`src/rtl/gnn_mlp_seq.sv`:
```
// rtl/gnn_mlp_seq.sv - time-multiplexed two-layer per-node perceptron on one shared signed MAC
module gnn_mlp_seq #(
    parameter int N_NODES = 4,
    parameter int N_IN    = 4,
    parameter int N_HID   = 4,
    parameter int N_OUT   = 2,
    parameter int DW      = 5,
    localparam int HW     = 2*DW + $clog2(N_IN),
    localparam int OW     = HW + DW + $clog2(N_HID)
) (
    input  logic                         clk,
    input  logic                         rst,
    input  logic                         in_valid,
    output logic                         in_ready,
    input  logic                         relu_en,
    input  logic [N_NODES*N_IN*DW-1:0]   x_flat,
    input  logic [N_HID*N_IN*DW-1:0]     w1_flat,
    input  logic [N_OUT*N_HID*DW-1:0]    w2_flat,
    output logic                         out_valid,
    input  logic                         out_ready,
    output logic [N_NODES*N_OUT*OW-1:0]  y_flat,
    output logic                         busy
);
    localparam int CW = 8;
    localparam int PW = HW + DW;

    typedef enum logic [1:0] {S_IDLE, S_L1, S_L2, S_DONE} state_t;

    state_t                       state_q;
    logic [N_NODES*N_IN*DW-1:0]   x_q;
    logic [N_HID*N_IN*DW-1:0]     w1_q;
    logic [N_OUT*N_HID*DW-1:0]    w2_q;
    logic                         relu_q;
    logic [CW-1:0]                node_q, neur_q, term_q;
    logic signed [OW-1:0]         acc_q;
    logic signed [HW-1:0]         hid_q [N_HID];
    logic [N_NODES*N_OUT*OW-1:0]  y_q;
    logic                         in_ready_q, out_valid_q, busy_q;

    logic signed [DW-1:0]         x_sel, w1_sel, w2_sel, b_op;
    logic signed [HW-1:0]         hid_sel, a_op, hid_d;
    logic signed [PW-1:0]         prod;
    logic signed [OW-1:0]         sum_d;
    logic                         last_term, last_neur, last_node;

    // Operand muxes: L1 multiplies x[node][term]*w1[neur][term], L2 hid[term]*w2[neur][term].
    always_comb begin
        x_sel   = '0;
        w1_sel  = '0;
        w2_sel  = '0;
        hid_sel = '0;
        for (int n = 0; n < N_NODES; n++)
            for (int i = 0; i < N_IN; i++)
                if (node_q == CW'(n) && term_q == CW'(i))
                    x_sel = x_q[(n*N_IN+i)*DW +: DW];
        for (int h = 0; h < N_HID; h++)
            for (int i = 0; i < N_IN; i++)
                if (neur_q == CW'(h) && term_q == CW'(i))
                    w1_sel = w1_q[(h*N_IN+i)*DW +: DW];
        for (int o = 0; o < N_OUT; o++)
            for (int h = 0; h < N_HID; h++)
                if (neur_q == CW'(o) && term_q == CW'(h))
                    w2_sel = w2_q[(o*N_HID+h)*DW +: DW];
        for (int h = 0; h < N_HID; h++)
            if (term_q == CW'(h))
                hid_sel = hid_q[h];

        if (state_q == S_L2) begin
            a_op = hid_sel;
            b_op = w2_sel;
        end else begin
            a_op = HW'(x_sel);
            b_op = w1_sel;
        end
        prod  = PW'(a_op) * PW'(b_op);
        sum_d = ((term_q == '0) ? '0 : acc_q) + OW'(prod);
        hid_d = (relu_q && sum_d[OW-1]) ? '0 : sum_d[HW-1:0];

        if (state_q == S_L2) begin
            last_term = (term_q == CW'(N_HID-1));
            last_neur = (neur_q == CW'(N_OUT-1));
        end else begin
            last_term = (term_q == CW'(N_IN-1));
            last_neur = (neur_q == CW'(N_HID-1));
        end
        last_node = (node_q == CW'(N_NODES-1));
    end

    always_ff @(posedge clk) begin
        if (rst) begin
            state_q     <= S_IDLE;
            x_q         <= '0;
            w1_q        <= '0;
            w2_q        <= '0;
            relu_q      <= 1'b0;
            node_q      <= '0;
            neur_q      <= '0;
            term_q      <= '0;
            acc_q       <= '0;
            y_q         <= '0;
            in_ready_q  <= 1'b1;
            out_valid_q <= 1'b0;
            busy_q      <= 1'b0;
            for (int h = 0; h < N_HID; h++) hid_q[h] <= '0;
        end else begin
            case (state_q)
                S_IDLE: if (in_valid) begin
                    x_q        <= x_flat;
                    w1_q       <= w1_flat;
                    w2_q       <= w2_flat;
                    relu_q     <= relu_en;
                    node_q     <= '0;
                    neur_q     <= '0;
                    term_q     <= '0;
                    in_ready_q <= 1'b0;
                    busy_q     <= 1'b1;
                    state_q    <= S_L1;
                end
                S_L1: begin
                    acc_q <= sum_d;
                    if (last_term) begin
                        term_q <= '0;
                        for (int h = 0; h < N_HID; h++)
                            if (neur_q == CW'(h)) hid_q[h] <= hid_d;
                        if (last_neur) begin
                            neur_q  <= '0;
                            state_q <= S_L2;
                        end else begin
                            neur_q <= neur_q + 1'b1;
                        end
                    end else begin
                        term_q <= term_q + 1'b1;
                    end
                end
                S_L2: begin
                    acc_q <= sum_d;
                    if (last_term) begin
                        term_q <= '0;
                        for (int n = 0; n < N_NODES; n++)
                            for (int o = 0; o < N_OUT; o++)
                                if (node_q == CW'(n) && neur_q == CW'(o))
                                    y_q[(n*N_OUT+o)*OW +: OW] <= sum_d;
                        if (last_neur) begin
                            neur_q <= '0;
                            if (last_node) begin
                                busy_q      <= 1'b0;
                                out_valid_q <= 1'b1;
                                state_q     <= S_DONE;
                            end else begin
                                node_q  <= node_q + 1'b1;
                                state_q <= S_L1;
                            end
                        end else begin
                            neur_q <= neur_q + 1'b1;
                        end
                    end else begin
                        term_q <= term_q + 1'b1;
                    end
                end
                S_DONE: if (out_ready) begin
                    out_valid_q <= 1'b0;
                    in_ready_q  <= 1'b1;
                    state_q     <= S_IDLE;
                end
                default: state_q <= S_IDLE;
            endcase
        end
    end

    assign in_ready  = in_ready_q;
    assign out_valid = out_valid_q;
    assign busy      = busy_q;
    assign y_flat    = y_q;

endmodule

```
`config.mk`:
```
export PLATFORM = sky130hd
export DESIGN_NAME = gnn_mlp_seq
export DESIGN_NICKNAME = d
export VERILOG_FILES = /design/src/rtl/gnn_mlp_seq.sv
export SDC_FILE = /design/constraint.sdc
export NUM_CORES = 1
export LEC_CHECK = 0
export ABC_AREA = 1
export BUFFER_PORTS_ARGS = -buffer_cell sky130_fd_sc_hd__buf_2
export CAP_MARGIN = 40
export CORE_UTILIZATION = 30
export DETAILED_ROUTE_END_ITERATION = 10
export GPL_TIMING_DRIVEN = 0
export SETUP_SLACK_MARGIN = 0.1
export SYNTH_ARGS = -nofsm -noshare
export SYNTH_HDL_FRONTEND = slang
export SYNTH_SLANG_ARGS = --single-unit
```
`constraint.sdc`:
```
create_clock -name clk -period 15.7 [get_ports clk]
set_input_delay 1.57 -clock clk [delete_from_list [all_inputs] [get_ports clk]]
set_output_delay 1.57 -clock clk [all_outputs]
set_load 0.01 [all_outputs]
```
# Word level (Yosys, flattened, before mapping)
# Memories as Yosys holds them, arrays and structs flattened.
# Cells that the tools add are included.
[classes] n_mul=1 eq_ne=21 mux=106 bitwise=4 n_reduce_logical=66 add_sub_neg=4
[op_table] operator="5-bit two-way mux" count=41
[op_table] operator="12-bit two-way mux" count=10
[op_table] operator="8-bit two-way mux" count=7
[op_table] operator="8-bit by 2-bit equality test with 1-bit output, second input constant" count=6
[op_table] operator="8-bit one-hot mux with 2 select lines" count=3
[op_table] operator="1-bit logical AND" count=41
[op_table] operator="1-bit two-way mux" count=33
[op_table] operator="3-bit AND reduction" count=10
[op_table] operator="8-bit by 1-bit adder with 8-bit output, second input constant" count=3
[op_table] operator="8-bit by 1-bit equality test with 1-bit output, second input constant" count=3
[op_table] operator="8-bit zero test" count=3
[op_table] operator="19-bit adder" count=1
[op_table] operator="19-bit two-way mux" count=1
[op_table] operator="12-bit by 5-bit multiplier with 17-bit output" count=1
[op_table] operator="2-bit inequality test, second input constant" count=8
[op_table] operator="5-bit AND reduction" count=3
[op_table] operator="2-bit two-way mux" count=7
[op_table] operator="2-bit one-hot mux with 4 select lines" count=1
[op_table] operator="2-bit nonzero test" count=4
[op_table] operator="1-bit one-hot mux with 2 select lines" count=3
[op_table] operator="6-bit AND reduction" count=1
[op_table] operator="2-bit equality test, second input constant" count=2
[op_table] operator="1-bit OR" count=4
[op_table] operator="2-bit AND reduction" count=2
[op_table] operator="other kinds (4)" count=4
[word_totals] output_inout_bits=155 ff_bits=401 input_bits=205 wordCells=223 ram_bits=48 memories=1
[mem_list] memory="hid_q" words=4 word_bits=12 read_ports=4 rd_ports_with_merged_regs=0 write_ports=4 line_no="36" text="logic signed [HW-1:0] hid_q [N_HID];"

# Logic depth before layout (Yosys ltp)
# Gate-level depths: netlist of the first run.
[logic_depth] depth_word=24 ltp_mapped=67 mapped_depth_nobuf=64

# Worst setup path before layout of the first run
# Ideal clock, no wire load.
[synth_timing] kind="flip-flop to flip-flop" from="register neur_q[0]" to="memory hid_q[0][9] in the netlist's numbering (data pin)" path_buffers=3 path_stages_with_launch=61 arrival_time_ns=7.406 required_ns=15.433 setup_slack_ns=8.027 setup_ns=0.267 path_cell_list="dfxtp_1 > inv_1 > ha_1 > nand2_1 > nor2_4 > nand2_1 > buf_2 > or2_2 > nand3_1 > nand2_1 > nand2_1 > nand2_1 > nand2_1 > nand3_1 > nand3_1 > nand2_1 > nand2_1 > nand2_1 > [25 not listed] > a21oi_1 > inv_1 > a21oi_1 > nor2_1 > nor2_1 > xor2_1 > ha_1 > a21oi_1 > o21ai_0 > a221oi_1 > o21ai_1 > nand2_1 > nand2_2 > xnor2_2 > nand2_4 > buf_8 > nand2_4 > nor2_1"
[synth_rtl] item="from (decl)" line_no="34" text="logic [CW-1:0] node_q, neur_q, term_q;"
[synth_rtl] item="from (signal assigned)" line_no="129" text="neur_q <= neur_q + 1'b1;"
[synth_rtl] item="from (signal assigned)" line_no="154" text="neur_q <= neur_q + 1'b1;"
[synth_rtl] item="to (decl)" line_no="36"

==> summary.txt, run 1 <==
Largest net degree at the start of global routing: 17
CTS buffer count: 52
Design Area, Final: 27800 sq um
Asr flop ratio synth: 0%
Placement Cell Area: 25900 sq um
Max stage delay cell, worst path: buf_1
Fin util: 37.3%
FMAX: 103 MHz
GRT Total Usage: 20.1%
Setup repair after global routing missed its margin: false
Seq. cell area: 9470 sq um
Initial Util: 30.3%
Cts hold-fix bufs: 0
Fillers: 7893
First-pass GRT wire length: 118 mm
Nets: 3906
Post-CTS setup buffer count: 0
Ys flop type: dfxtp_1
Detailed placement HPWL: 60.8 mm
Area delta synth->final: 23.0%
Setup_tns: 0 ns
Worst endpoint required time: 16.03 ns
Top-area cell type share of the netlist area: 35.6%
Slew Limit Fails: 0
Drt pass-1 iters: 7
Crit path kind: flop to flop
Reg2Reg Depth: 53
Synthesized area per cell: 7.14 sq um
Final non-filler cell total: 4615
DRC viols: 0
Die ar.: 76300 sq um
Yosys Warn Count: 0
DR vias/cell: 4.71
H-tree levels: 2
Final hold viol count: 0
#FFs+latches synth: 449
Syn Inst Count: 3162
Placed cell count: 4514
Row Count: 100
Grt ovf: 0
Initial antenna violation count: 7
Vias: 21700
Register-to-register setup slack: 6.01 ns
Worst Path Arrival: 10.02 ns
RePlAce Congestion: 0.904
Final setup fails: 0
Vias in the first global route: 20300
Number of flops mapped to enable cells by yosys: 48
Clock latency at the later pin of the worst-skew pair: 0.64 ns
CTS root buffer: clkbuf_16
CTS tree: yes
Crit path capture type: flop
CP Max Fanout: 10
R2R Path Start: term_q[1]
Sinks on the clock net: 449
Worst Hold End: x_q[4]
Mapped Nets: 3469
Worst Clk Skew: 0.0540 ns
Clock slew at reported path FFs: 0.06 ns
Worst min path class: flop to flop
Chip height: 276 microns
Die Wd: 276 microns
I/O pin total: 360
PortBufs: 358
Detailed router's first-iteration violation count: 1854
Multi-input logic area: 11000 sq um
Distinct cells, synth: 54
Routed WL per cell: 16.9 microns
Post-CTS sizing: 0
Final min period: 9.69 ns
Area leader, netlist: dfxtp_1
Routed Antenna Nets: 0
Hold Path Depth: 2
Largest cells by area after synthesis: dfxtp_1 36%, nor2_1 13%, o21ai_0 9.8%, nand2_1 6.9%, inv_1 6.4%
Total detailed-routing wirelength: 78.2 mm
Setup crit start kind: flop
Worst reg2reg endpoint: hid_q[2][4]
Core ar.: 74400 sq um
Max-slew headroom: 37.2%
Most used cell, CP: nand2_1
Share of cells above drive strength 1: 15.8%
Largest stage delay, worst path: 0.65 ns
Clk buf depth: 3
Worst-Margin Slew: 0.943 ns
Cell area after synthesis: 22600 sq um
Period Utilization, post-route: 61.7%
Sequential share of the synthesized area: 42.0%
Hold path startpoint: x_q[4]
Status: completed
Max_cap viols: 0
==> layer usage <==
layer	GRT usage, %	part of all wire, %	wire length [microns]	vias to the layer above
li1	-	-	-	10900
met4	9.45	4.4	3440	2
met3	3.79	7.1	5570	144
met1	26.8	45	35100	9956
met2	31.2	44	34000	733
met5	0	0.010	8	-
==> registers in the layout (all words and copies together) (netlist names) <==
register / cells
w1_q: 80
w2_q: 40
node_q: 8
acc_q: 19
in_ready: 1
term_q: 8
y_flat: 152
out_valid: 1
x_q: 80
relu_q: 1
state_q: 2
busy: 1
hid_q: 48
neur_q: 8
==> worst max-delay path by stage <==
stage | slack (ns) | cells after the start | startpoint | endpoint
finish | 6.01 | 53 | term_q[1] | hid_q[2][4]
global route | 5.26 | 59 | term_q[1] | hid_q[3][4]
CTS | 6.12 | 52 | term_q[1] | hid_q[2][4]
detailed placement | 6.15 | 52 | term_q[1] | hid_q[0][4]
global placement | 5.72 | 52 | term_q[1] | hid_q[3][1]
floorplan | 8.03 | 60 | neur_q[0] | hid_q[0][9]
==> critical path: cells and delay by family (launching register included) <==
family                     cells  cell delay (ns)
and+or+nand+nor               26             2.69
adders and majority gates      6             2.43
buffers and inverters         10             1.71
AOI/OAI and AO/OA              9             1.67
xor gates and xnor gates       2             0.55
DFF                            1             0.35
==> metrics by stage <==
stage	worst slack [ns]	hold WS, ns
CTS	6.12	0.456
floorplan	8.03	0.425
finish	6.01	0.451
global placement	5.72	0.444
global route	5.26	0.470
detailed placement	6.15	0.446
==> synth_stat cells (all sizes together) (24+ instances only) <==
cell / instances
nor2: 775
inv: 396
buf: 31
ha: 62
fa: 40
or2: 24
nand2: 439
nand3: 84
edfxtp: 48
a21oi: 155
o21ai: 446
clkbuf: 123
o211ai: 37
dfxtp: 401
==> layout make-up <==
type	count	share of cell area, %
clock buffer	70	5.28
timing repair buffer	383	7.40
sequential	449	34.1
tap	969	4.37
multi-input combinational	2160	39.7
clock inverter	27	1.50
inverter	399	5.40
buffer	154	2.25
antenna	4	0.0361
==> cell families (layout without fill, tap and decap cells) <==
kind of cell,count (synthesis),count (layout),synth area share (%)
flip-flops,449,449,42.0
AND/OR/NAND/NOR,1358,1358,24.7
XOR/XNOR,33,33,1.31
AO/OA/AOI/OAI,667,667,15.6
adder cells (fa/ha/maj),102,102,6.99
buffers and inverters,553,1033,9.40
other,0,4,0
==> cells in the final DEF (no fill, tap or decap), types with 11 or more instances in the layout <==
| cell | Yosys | final |
|---|---|---|
| xnor2_1 | 13 | 12 |
| fa_1 | 40 | 40 |
| nand2_1 | 417 | 417 |
| nor3_1 | 16 | 16 |
| buf_2 | 10 | 368 |
| clkbuf_16 | 0 | 52 |
| a21oi_1 | 152 | 152 |
| buf_1 | 15 | 15 |
| ha_1 | 62 | 62 |
| xor2_1 | 19 | 16 |
| o211ai_1 | 37 | 37 |
| inv_1 | 386 | 386 |
| or2_2 | 20 | 20 |
| dfxtp_1 | 401 | 401 |
| o21ai_0 | 441 | 437 |
| clkbuf_1 | 123 | 130 |
| buf_6 | 1 | 11 |
| nand3_1 | 83 | 83 |
| nor2_1 | 754 | 754 |
| edfxtp_1 | 48 | 48 |
| nor2_2 | 13 | 13 |
| nand2_4 | 12 | 12 |
| buf_4 | 4 | 14 |
Power of run 1 is left out: the tool's default activity adds up to more than one toggle a clock period on the data nets, which glitch-free logic cannot reach.
==> inputs of run 2 (changes only) <==
Clock period 15.7 ns to 10.1 ns, I/O delays scaled along.
==> summary.txt, run 2 (synthesis results as in run 1) <==
Seq. cell area: 9470 sq um (unchanged)
Die ar.: 76300 sq um (unchanged)
Chip height: 276 microns (unchanged)
Share of cells above drive strength 1: 15.9% (+0.15 points)
CTS tree: yes
Max_cap viols: 0 (unchanged)
Area delta synth->final: 23.3%
Max stage delay cell, worst path: buf_1
Setup repair after global routing missed its margin: false
Worst Path Arrival: 9.54 ns (-0.48 ns)
Vias: 21700 (-0.22%)
Initial Util: 30.3% (unchanged)
Crit path from: term_q[1]
Commonest non-fill, non-tap cell in the layout: nor2_1
Grt met2 use: 31.2% (unchanged)
Worst endpoint required time: 10.43 ns (-5.60 ns)
Largest net degree at the start of global routing: 17 (unchanged)
Period Utilization, post-route: 91.2% (+29 points)
Final min period: 9.21 ns (-0.480 ns)
Worst Clk Skew: 0.0538 ns (-0.000198 ns)
Nets: 3910 (+0.10%)
Crit path capture type: flop
Worst reg2reg endpoint: hid_q[2][4]
Worst min path class: flop to flop
Setup crit start kind: flop
Initial antenna violation count: 7 (unchanged)
Final setup fails: 0 (unchanged)
Row Count: 100 (unchanged)
Detailed placement HPWL: 60.8 mm (unchanged)
CP Max Fanout: 10 (unchanged)
Final hold viol count: 0 (unchanged)
Routed Antenna Nets: 0 (unchanged)
Worst Hold End: x_q[4]
Die Wd: 276 microns (unchanged)
GR Util met3: 3.79% (unchanged)
Met1 global-route usage: 26.8% (unchanged)
Drt pass-1 iters: 5 (-2)
GRT busiest layer: met2
Sinks on the clock net: 449 (unchanged)
DRC viols: 0 (unchanged)
Hold path startpoint: x_q[4]
Setup_tns: 0 ns (unchanged)
Detailed router's first-iteration violation count: 1773 (-4.4%)
H-tree levels: 2 (unchanged)
Total detailed-routing wirelength: 78.0 mm (-0.15%)
Register-to-register setup slack: 0.89 ns (-5.12 ns)
FMAX: 109 MHz (+5.2%)
I/O pin total: 360 (unchanged)
R2R Path Start: term_q[1]
Max-slew headroom: 39.7% (+2.5 points)
Status: completed
PortBufs: 358 (unchanged)
Clock latency at the later pin of the worst-skew pair: 0.64 ns (about the same)
Worst-Margin Slew: 0.901 ns (-0.0413 ns)
CTS root buffer: clkbuf_16
Grt ovf: 0 (unchanged)
DR vias/cell: 4.70 (-0.29%)
Routed WL per cell: 16.9 microns (-0.22%)
GRT Total Usage: 20.1% (unchanged)
Commonest cells after routing, fill and taps aside: 754 x nor2_1, 437 x o21ai_0, 417 x nand2_1
Largest stage delay, worst path: 0.63 ns (-0.02 ns)
Core ar.: 74400 sq um (unchanged)
Vias in the first global route: 20300 (unchanged)
Reg2Reg Depth: 53 (unchanged)
Slew Limit Fails: 0 (unchanged)
Hold Path Depth: 2 (unchanged)
Most used cell, CP: nand2_1
Clock slew at reported path FFs: 0.06 ns (about the same)
CTS buffer count: 52 (unchanged)
Multi-input logic area: 11000 sq um (+0.30%)
Max reg flops: 152 (unchanged)
Cts hold-fix bufs: 0 (unchanged)
Clk buf depth: 3 (unchanged)
First-pass GRT wire length: 118 mm (unchanged)
RePlAce Congestion: 0.904 (unchanged)
Fillers: 7887 (-0.076%)
Crit path kind: flop to flop
-- run 2: worst max path at each step --
stage	to	slack, ns	depth (start not counted)
3_5_place_dp	hid_q[0][4]	0.55	52
5_1_grt	hid_q[3][4]	0.11	62
2_1_floorplan	hid_q[0][9]	2.43	60
3_3_place_gp	hid_q[3][1]	0.12	52
4_1_cts	hid_q[2][4]	0.52	52
6_report	hid_q[2][4]	0.89	53
-- run 2: per-stage QoR --
stage	hold WS, ns	util (%)	area, sq um	instances	worst slack [ns]
floorplan	0.425	-	22600	3162	2.43
global route	0.470	37.4	27800	4618	0.109
global placement	0.444	34.3	25600	4489	0.119
finish	0.451	37.4	27800	4618	0.888
CTS	0.456	37.3	27700	4611	0.518
detailed placement	0.446	34.7	25900	4514	0.548
-- run 2: timing repair --
| item | in CTS | in global routing |
|---|---|---|
| endpoints found under the setup margin | 0 | 63 |
| setup buffers | 0 | 4 |
| resized for setup | 0 | 8 |
-- run 2: critical path: cells and delay by family (launching register included) --
| kind | cells | cell delay (ns) |
|---|---|---|
| compound gates | 9 | 1.52 |
| fa+ha+maj | 6 | 2.44 |
| xor+xnor | 2 | 0.47 |
| flops | 1 | 0.35 |
| buf+inv | 10 | 1.59 |
| simple gates | 26 | 2.53 |
-- run 2: cell type report --
| class | count | share of cell area, % |
|---|---|---|
| Timing Repair Buffer | 387 | 7.54 |
| Clock buffer | 70 | 5.26 |
| Multi-Input combinational cell | 2160 | 39.7 |
| Sequential cell | 449 | 34.0 |
| Inverter | 399 | 5.38 |
| Clock inverter | 27 | 1.49 |
| Antenna cell | 3 | 0.0270 |
| Tap cell | 969 | 4.36 |
| Buffer | 154 | 2.26 |
-- run 2: per-layer routing --
metal,up-vias,part of all wire (%),routed length [microns]
met3,150,6.8,5290
met2,683,44,34000
met1,9949,45,35200
met4,2,4.5,3530
li1,10900,-,-
met5,-,0.010,8
Power of run 2 is left out for the same reason.
==> inputs of run 3 (changes only) <==
Clock period 10.1 ns to 10 ns, I/O delays scaled along.
==> summary.txt, run 3 (synthesis results as in run 1) <==
Detailed router's first-iteration violation count: 1759 (-0.79%)
Routed WL per cell: 16.9 microns (about the same)
Worst min path class: flop to flop
Hold path startpoint: x_q[4]
Final hold viol count: 0 (unchanged)
Clk buf depth: 3 (unchanged)
Worst-Margin Slew: 0.920 ns (+0.0183 ns)
GRT Total Usage: 20.1% (unchanged)
Reg2Reg Depth: 52 (-1.9%)
Hold Path Depth: 2 (unchanged)
CTS root buffer: clkbuf_16
Detailed placement HPWL: 60.8 mm (unchanged)
R2R Path Start: term_q[1]
First-pass GRT wire length: 118 mm (unchanged)
Die ar.: 76300 sq um (unchanged)
Initial Util: 30.3% (unchanged)
Slew Limit Fails: 0 (unchanged)
Worst endpoint required time: 10.33 ns (-0.10 ns)
Routed Antenna Nets: 0 (unchanged)
CP Max Fanout: 10 (unchanged)
Max stage delay cell, worst path: buf_1
Cts hold-fix bufs: 0 (unchanged)
DR vias/cell: 4.70 (about the same)
Setup crit start kind: flop
Clock latency at the later pin of the worst-skew pair: 0.64 ns (about the same)
Grt ovf: 0 (unchanged)
Core ar.: 74400 sq um (unchanged)
Largest stage delay, worst path: 0.65 ns (+0.02 ns)
Total detailed-routing wirelength: 78.2 mm (+0.17%)
Area delta synth->final: 23.6%
Final setup fails: 0 (unchanged)
H-tree levels: 2 (unchanged)
Period Utilization, post-route: 92.0% (+0.80 points)
CTS tree: yes
RePlAce Congestion: 0.904 (unchanged)
Worst Clk Skew: 0.0556 ns (+0.00186 ns)
Clock slew at reported path FFs: 0.06 ns (about the same)
Final min period: 9.20 ns (-0.0109 ns)
Crit path from: term_q[1]
Die Wd: 276 microns (unchanged)
Setup repair after global routing missed its margin: false
Most used cell, CP: nand2_1
Status: completed
PortBufs: 358 (unchanged)
CTS buffer count: 52 (unchanged)
DRC viols: 0 (unchanged)
Sinks on the clock net: 449 (unchanged)
Initial antenna violation count: 7 (unchanged)
Largest net degree at the start of global routing: 17 (unchanged)
Commonest non-fill, non-tap cell in the layout: nor2_1
Vias in the first global route: 20300 (unchanged)
Row Count: 100 (unchanged)
Nets: 3913 (+0.077%)
Setup_tns: 0 ns (unchanged)
Max reg flops: 152 (unchanged)
Worst Hold End: x_q[4]
Vias: 21700 (+0.20%)
I/O pin total: 360 (unchanged)
Crit path kind: flop to flop
Max_cap viols: 0 (unchanged)
Register-to-register setup slack: 0.80 ns (-0.09 ns)
Crit path capture type: flop
Max-slew headroom: 38.5% (-1.2 points)
Drt pass-1 iters: 5 (unchanged)
Worst reg2reg endpoint: hid_q[2][4]
Chip height: 276 microns (unchanged)
FMAX: 109 MHz (+0.12%)
Worst Path Arrival: 9.53 ns (about the same)
Share of cells above drive strength 1: 16.1% (+0.18 points)
Commonest cells after routing, fill and taps aside: 751 x nor2_1, 437 x o21ai_0, 417 x nand2_1
## run 3: cell count changes in the layout (fill, tap and decap cells not counted), moves of 2 or more
cell / change
nand2_2: -2
nor2_1: -3
buf_4: +4
diode_2: +3
nand2_4: +2
nor2_2: +2
## run 3: what timing repair did
action / CTS / global route
endpoints found under the setup margin: 0 / 66
gates resized for setup: 0 / 17
buffers inserted: 0 / 7
## run 3: through the flow
stage               setup slack (ns)  cell area (sq um)  util, %  hold slack [ns]  instances
global placement              0.0192              25600     34.3            0.444       4489
detailed placement             0.448              25900     34.7            0.446       4514
global route                   0.100              27900     37.4            0.470       4621
floorplan                       2.33              22600        -            0.425       3162
CTS                            0.418              27700     37.3            0.456       4611
finish                         0.799              27900     37.5            0.451       4624
## run 3: worst max-delay path by stage
stage                     cells past startpoint  slack (ns)          end
after detailed placement                     52        0.45  hid_q[0][4]
after global routing                         59        0.10  hid_q[3][4]
after global placement                       52        0.02  hid_q[3][1]
after floorplan                              60        2.33  hid_q[0][9]
after CTS                                    52        0.42  hid_q[2][4]
final                                        52        0.80  hid_q[2][4]
## run 3: worst max-delay path, delay by kind of cell (launching register included)
family          cells  cell delay [ns]
flops               1             0.35
fa+ha+maj           6             2.51
xor+xnor            2             0.47
compound gates     10             1.75
buf+inv            10             1.57
simple gates       24             2.25
## run 3: cell type report
type	count	area, sq um
clock inverters	27	415
flip-flops and latches	449	9470
repair buffers	390	2120
multi-input cells	2160	11100
clock buffers	70	1460
inverters	399	1500
diodes	6	15.0
fillers	7877	46600
well taps	969	1210
plain buffers	154	631
## run 3: per-layer routing
metal  track usage (%)  wire (microns)
met5                 0               8
met4              9.45            3440
met3              3.79            5950
met2              31.2           34100
met1              26.8           34700
Power of run 3 is left out for the same reason.
